--- src/rtl/vec_issue_sched.sv ---
// ID-stage issue scheduler: steps a vector op one element per cycle into ID/EXE,
// inserts a one-cycle load-use bubble from IDLE, and flushes on a taken branch.
module vec_issue_sched #(
    parameter int VLEN  = 8,
    parameter int CNT_W = 5
) (
    input  logic             clk,
    input  logic             rst_n,
    input  logic             id_valid,
    input  logic             id_is_vec,
    input  logic [CNT_W-1:0] id_vlen_m1,
    input  logic [4:0]       id_rs_addr,
    input  logic [4:0]       id_rt_addr,
    input  logic             exe_memread,
    input  logic [4:0]       exe_rt_addr,
    input  logic             branch_taken,
    output logic [1:0]       next_state,
    output logic [CNT_W-1:0] cnt_o,
    output logic             pc_stall,
    output logic             ifid_stall,
    output logic             idexe_bubble,
    output logic             vec_busy,
    output logic             elem_last
);

    typedef enum logic [1:0] {
        IDLE = 2'd0,
        VRUN = 2'd1,
        HAZ  = 2'd2
    } state_t;

    localparam logic [CNT_W-1:0] LAST_IDX = CNT_W'(VLEN - 1);

    state_t           state_q, state_d;
    logic [CNT_W-1:0] cnt_q, cnt_d;
    logic [CNT_W-1:0] vlen_q, vlen_d;
    logic [CNT_W-1:0] m1;
    logic             hz;

    assign m1 = (id_vlen_m1 > LAST_IDX) ? LAST_IDX : id_vlen_m1;

    assign hz = id_valid & exe_memread & (exe_rt_addr != 5'd0) &
                ((exe_rt_addr == id_rs_addr) | (exe_rt_addr == id_rt_addr));

    always_ff @(posedge clk) begin
        if (!rst_n) begin
            state_q <= IDLE;
            cnt_q   <= '0;
            vlen_q  <= '0;
        end else begin
            state_q <= state_d;
            cnt_q   <= cnt_d;
            vlen_q  <= vlen_d;
        end
    end

    always_comb begin
        state_d      = state_q;
        cnt_d        = cnt_q;
        vlen_d       = vlen_q;
        cnt_o        = '0;
        pc_stall     = 1'b0;
        ifid_stall   = 1'b0;
        idexe_bubble = 1'b0;
        elem_last    = 1'b0;

        if (branch_taken) begin
            idexe_bubble = 1'b1;
            state_d      = IDLE;
            cnt_d        = '0;
        end else begin
            case (state_q)
                VRUN: begin
                    cnt_o = cnt_q;
                    if (cnt_q != vlen_q) begin
                        pc_stall   = 1'b1;
                        ifid_stall = 1'b1;
                        cnt_d      = cnt_q + 1'b1;
                    end else begin
                        elem_last = 1'b1;
                        cnt_d     = '0;
                        state_d   = IDLE;
                    end
                end
                default: begin
                    // HAZ decodes like IDLE but never re-enters itself: the bubble is one cycle.
                    if (hz && (state_q == IDLE)) begin
                        pc_stall     = 1'b1;
                        ifid_stall   = 1'b1;
                        idexe_bubble = 1'b1;
                        state_d      = HAZ;
                    end else if (id_valid && id_is_vec) begin
                        if (m1 == '0) begin
                            elem_last = 1'b1;
                            state_d   = IDLE;
                        end else begin
                            pc_stall   = 1'b1;
                            ifid_stall = 1'b1;
                            vlen_d     = m1;
                            cnt_d      = CNT_W'(1);
                            state_d    = VRUN;
                        end
                    end else begin
                        state_d = IDLE;
                    end
                end
            endcase
        end
    end

    assign next_state = state_d;
    assign vec_busy   = (state_q == VRUN);

    a_cnt_bound: assert property (@(posedge clk) disable iff (!rst_n)
        (state_q == VRUN) |-> (cnt_q <= vlen_q));
    a_bubble_excl: assert property (@(posedge clk) disable iff (!rst_n)
        !(idexe_bubble && elem_last));

endmodule

--- config.mk ---
export PLATFORM = sky130hd
export DESIGN_NAME = vec_issue_sched
export DESIGN_NICKNAME = d
export VERILOG_FILES = /design/src/rtl/vec_issue_sched.sv
export SDC_FILE = /design/constraint.sdc
export NUM_CORES = 1
export LEC_CHECK = 0
export ABC_AREA = 1
export BUFFER_PORTS_ARGS = -buffer_cell sky130_fd_sc_hd__buf_2
export CORE_MARGIN = 2
export CORE_UTILIZATION = 25
export DETAILED_ROUTE_END_ITERATION = 12
export PLACE_DENSITY_LB_ADDON = 0.2
export SYNTH_ARGS = -nofsm -noshare
export SYNTH_HDL_FRONTEND = slang
export SYNTH_SLANG_ARGS = --single-unit
export TNS_END_PERCENT = 10
--- constraint.sdc ---
create_clock -name clk -period 1.45 [get_ports clk]
set_input_delay 0.0725 -clock clk [delete_from_list [all_inputs] [get_ports clk]]
set_output_delay 0.0725 -clock clk [all_outputs]
set_load 0.02 [all_outputs]
Word-level counts from Yosys, hierarchy flattened
Index checks and enable logic that the tools add are counted.
W data, S select, Z words.
- input bits: 26
- word-level logic and storage cells: 58
- flip-flop bits (word level): 12
- bitwise logic cells: 9
- multiplexer cells: 29
- add/subtract/negate cells: 1
- $lt $le $gt $ge: 1
- reductions and logical operators: 9
- equal/unequal tests: 6
- operators by type and width (operator ; number):
    $mux W5 ; 8
    $mux W1 ; 16
    $eq A5 B5 Y1 ; 2
    $mux W2 ; 5
    $add A5 B1 Y5 const B ; 1
    $gt A5 B3 Y1 const B ; 1
    $logic_not A5 Y1 ; 1
    $ne A5 B5 Y1 ; 1
    $not A1 Y1 ; 5
    $reduce_and A5 Y1 ; 1
    $reduce_bool A5 Y1 ; 1
    $ne A2 B2 Y1 const B ; 2
    $and A1 B1 Y1 ; 3
    $reduce_and A3 Y1 ; 1
    $eq A2 B1 Y1 const B ; 1
    $logic_and A1 B1 Y1 ; 2
    $logic_not A2 Y1 ; 1
    $reduce_bool A2 Y1 ; 1
    $reduce_or A2 Y1 ; 1
    $or A1 B1 Y1 ; 1

Depth between registers and ports, before layout
- depth in word-level cells: 8
- depth in mapped cells: 11

Worst setup path after synthesis
No wires, ideal clock.
- path kind: reg-to-output
- start: register state_q[0]
- end: output pc_stall
- path slack: -121 ps
- buffers on the path: 1
- cell stages (with the launch flop): 6
- required time: 1378 ps
- data arrival time: 1499 ps
- cells stage by stage: dfxtp_1 > inv_1 > nor2_4 > inv_1 > a31oi_1 > buf_4
- RTL lines (element ; RTL line ; source):
    from (decl) ; 34 ; state_t state_q, state_d;
    from (signal assigned) ; 51 ; state_q <= state_d;
    $eq A2 B1 Y1 ; n/a ;
    named net vec_busy ; 22 ; output logic vec_busy,
    $mux W1 ; 72 ; case (state_q)
    $mux W1 ; 67 ; if (branch_taken) begin
    to (decl) ; 19 ; output logic pc_stall,
The timed path passes the listed nets, and every way through them passes these cells.

Final worst setup path
- start: register cnt_q[1]
- end: output elem_last
- cells in the longest elaborated chain, start to end: 4
- ends and longest elaborated chain (element ; RTL line ; source):
    from (decl) ; 35 ; logic [CNT_W-1:0] cnt_q, cnt_d;
    from (signal assigned) ; 52 ; cnt_q <= cnt_d;
    $ne A5 B5 Y1 ; 75 ; if (cnt_q != vlen_q) begin
    $mux W1 ; 75 ;
    $mux W1 ; 72 ;
    $mux W1 ; 67 ;
    to (decl) ; 23 ; output logic elem_last
Every way passes these cells.

==> metrics.md <==
| Metric | Value |
|---|---|
| Run status | complete, but fails checks |
| Failing checks | negative setup slack |
| Final WS setup | -37.8 ps |
| First-pass GRT wire length | approximately 3800 µm |
| Max Slew Vio Count | 0 |
| Final std cells w/o fill | between 200 and 300 |
| Clock skew | 1.05 ps |
| Max Fanout on Critical Path | 3 |
| Syn Std Cell Area | about 960 µm² |
| Critical path type | flop to output port |
| Clk Latency, worst-skew pair | 240 ps |
| CTS max path bufs | 2 |
| Nets | between 200 and 250 |
| Most used routing layer | met2 |
| CTS hold repair buffers | 0 |
| Die Wd | roughly 66 µm |
| HPWL Detailed | about 2000 µm |
| Worst-path cell chain | xor2_1 > a21oi_1 > nand4_1 > a21oi_1 > buf_4 |
| CP max-delay cell | dfxtp_2 |
| RSZ-0062 raised after global routing | true |
| Starting DRC count in detailed routing | 36 |
| Synth Register Bits | 12 |
| Net Count, Synth | ~190 |
| Clock root buffer | clkbuf_8 |
| Final period demand of the worst path | between 1000 and 1500 ps |
| Slew margin rel. | 0.848 |
| Startpoint Class | flop |
| Grt ovf | 0 |
| Final setup vio count | 4 |
| Fin crit share | 1.03 |
| CTS tree | built |
| Area Overhead vs Synth | 37.6% |
| Static leakage | 0.706 nW |
| Num rows | 22 |
| Grt met2 use | 0.172 |
| Fmax | roughly 670 MHz |
| Initial Utilization | 0.261 |
| PortBufs | 37 |
| Antenna cells | 0 |
| Share of cells above drive strength 1 | 0.337 |
| Critical Path RT | 1380 ps |
| Total number of yosys warnings | 0 |
| GPL Wtd Cong | around 0.74 |
| Bufs and invs on worst path | 1 |
| Pwr per Cell Area | 645 mW/mm² |
| Io pins | 38 |
| Syn avg cell area | 6.01 µm² |
| Largest net degree at the start of global routing | 11 |
| Total track usage | 0.114 |
| CP top delay family | compound AO/OA/AOI/OAI gates |
| Synth Instances | about 160 |
| TNS Setup | -59.6 ps |
| Met1 Use GR | 0.160 |
| Cell mode on critical path | a21oi_1 |
| Post-synthesis sequential area ratio | 0.251 |
| Final wirelength | about 2400 µm |
| Crit end category | output port |
| Via density per instance | 4.21 |
| CTS Buf Count | 3 |
| Hold crit path type | input port to flop |
| Antenna violations before repair | 0 |
| Hold Fails Final Rpt | 0 |
| Number of iterations in the first detailed-routing pass | 4 |
| Most frequent cells in the layout | nand2_1 (37), buf_2 (34), inv_1 (27) |
| CTS sink cnt | 12 |
| # DRC | 0 |
| Placed Cells | 246 |
| Synth async-reset ratio | 0 |
| Final antenna-violating net count | 0 |
| Die H | ~66 µm |
| Yosys cell types | 23 |
| Worst Tran Pin Value | 227 ps |
| Largest stage delay on the critical path | ~320 ps |
| Die area | 0.00433 mm² |
| Worst Path Arrival | around 1400 ps |
| CORE AREA | 0.00366 mm² |
| Main flop type after synthesis | dfxtp_1 |
| Maximum Capacitance Violations | 0 |
| PnR Total Power | 848 µW |
| Number of global-route vias before repair | 873 |
| Post-synth EDFFs | 0 |
| DR vias | 1052 |
| WL/cell | 9.62 µm |
| H-tree levels | 1 |
| VDD IR max | 0.631 mV |
| Clock transition at the registers of the reported paths | roughly 50 ps |
| GR Util met3 | 0.0290 |
| Commonest non-fill, non-tap cell in the layout | nand2_1 |
## cell usage after synthesis, drive strengths merged (3+ instances only)
| library cell | number | share of area |
|---|---|---|
| a21oi | 7 | 0.037 |
| buf | 3 | 0.021 |
| dfxtp | 12 | 0.25 |
| inv | 31 | 0.12 |
| nand2 | 42 | 0.19 |
| nand3 | 9 | 0.058 |
| nand4 | 10 | 0.065 |
| nor2 | 26 | 0.12 |
| nor3 | 7 | 0.037 |
| xnor2 | 4 | 0.037 |
| xor2 | 3 | 0.027 |
## cell type report
| class | count | area, µm² |
|---|---|---|
| Clock buffer | 3 | 41.3 |
| Timing Repair Buffer | 43 | 245 |
| Multi-Input combinational cell | 113 | 607 |
| Sequential cell | 12 | 245 |
| Tap cell | 48 | 60.1 |
| Inverter | 31 | 116 |
| Fill cell | 434 | 2350 |
## worst min-delay path, cell delays in order
cell and delay [ps]:
buf_2 140, nand2_1 70, nor2_1 30
## metal layers
metal	up-vias	wire length (µm)
li1	583	-
met4	0	17
met5	-	0
met3	2	128
met2	21	1040
met1	446	1220
## per-stage QoR
| step | util | hold WS [ps] | worst slack, ps | cell area, µm² |
|---|---|---|---|---|
| after floorplan | - | 194 | 18.2 | 962 |
| after global placement | 0.335 | 369 | 169 | 1220 |
| after detailed placement | 0.335 | 371 | 186 | 1220 |
| after CTS | 0.351 | 119 | -49.0 | 1280 |
| after global routing | 0.359 | 134 | -126 | 1320 |
| final | 0.359 | 114 | -37.8 | 1320 |
## worst paths after layout
kind,endpoint,cells after the start,slack [ps],from
worst min-delay path,vlen_q[2],3,110,rst_n
worst max-delay path,elem_last,5,-40,cnt_q[1]
worst min register to register,vlen_q[3],2,470,vlen_q[3]
worst max register to register,cnt_q[0],6,240,cnt_q[1]
## flip-flops by register name, summed over array words and instances, names as in the netlist
| signal | cells |
|---|---|
| cnt_q | 5 |
| vlen_q | 5 |
| state_q | 2 |
## report_power, final
part           leakage (nW)  switching, mW  total (mW)  internal, mW
clock                0.0216          0.116       0.298         0.183
sequential           0.0991        0.00490       0.343         0.338
combinational         0.585          0.121       0.206        0.0849
total                 0.706          0.242       0.848         0.606
## cell families after synthesis
family,after synthesis,share of synthesized area
xor+xnor,7,0.0641
fa+ha+maj,1,0.0131
flops,12,0.251
buf+inv,34,0.143
simple gates,95,0.470
compound gates,10,0.0589
## timing repair
item,CTS,global route
resized for setup,6,8
buffers inserted,1,0
pin swaps,0,0
endpoints found under the setup margin,4,6
No activity file was read; power rests on OpenSTA's default activity.
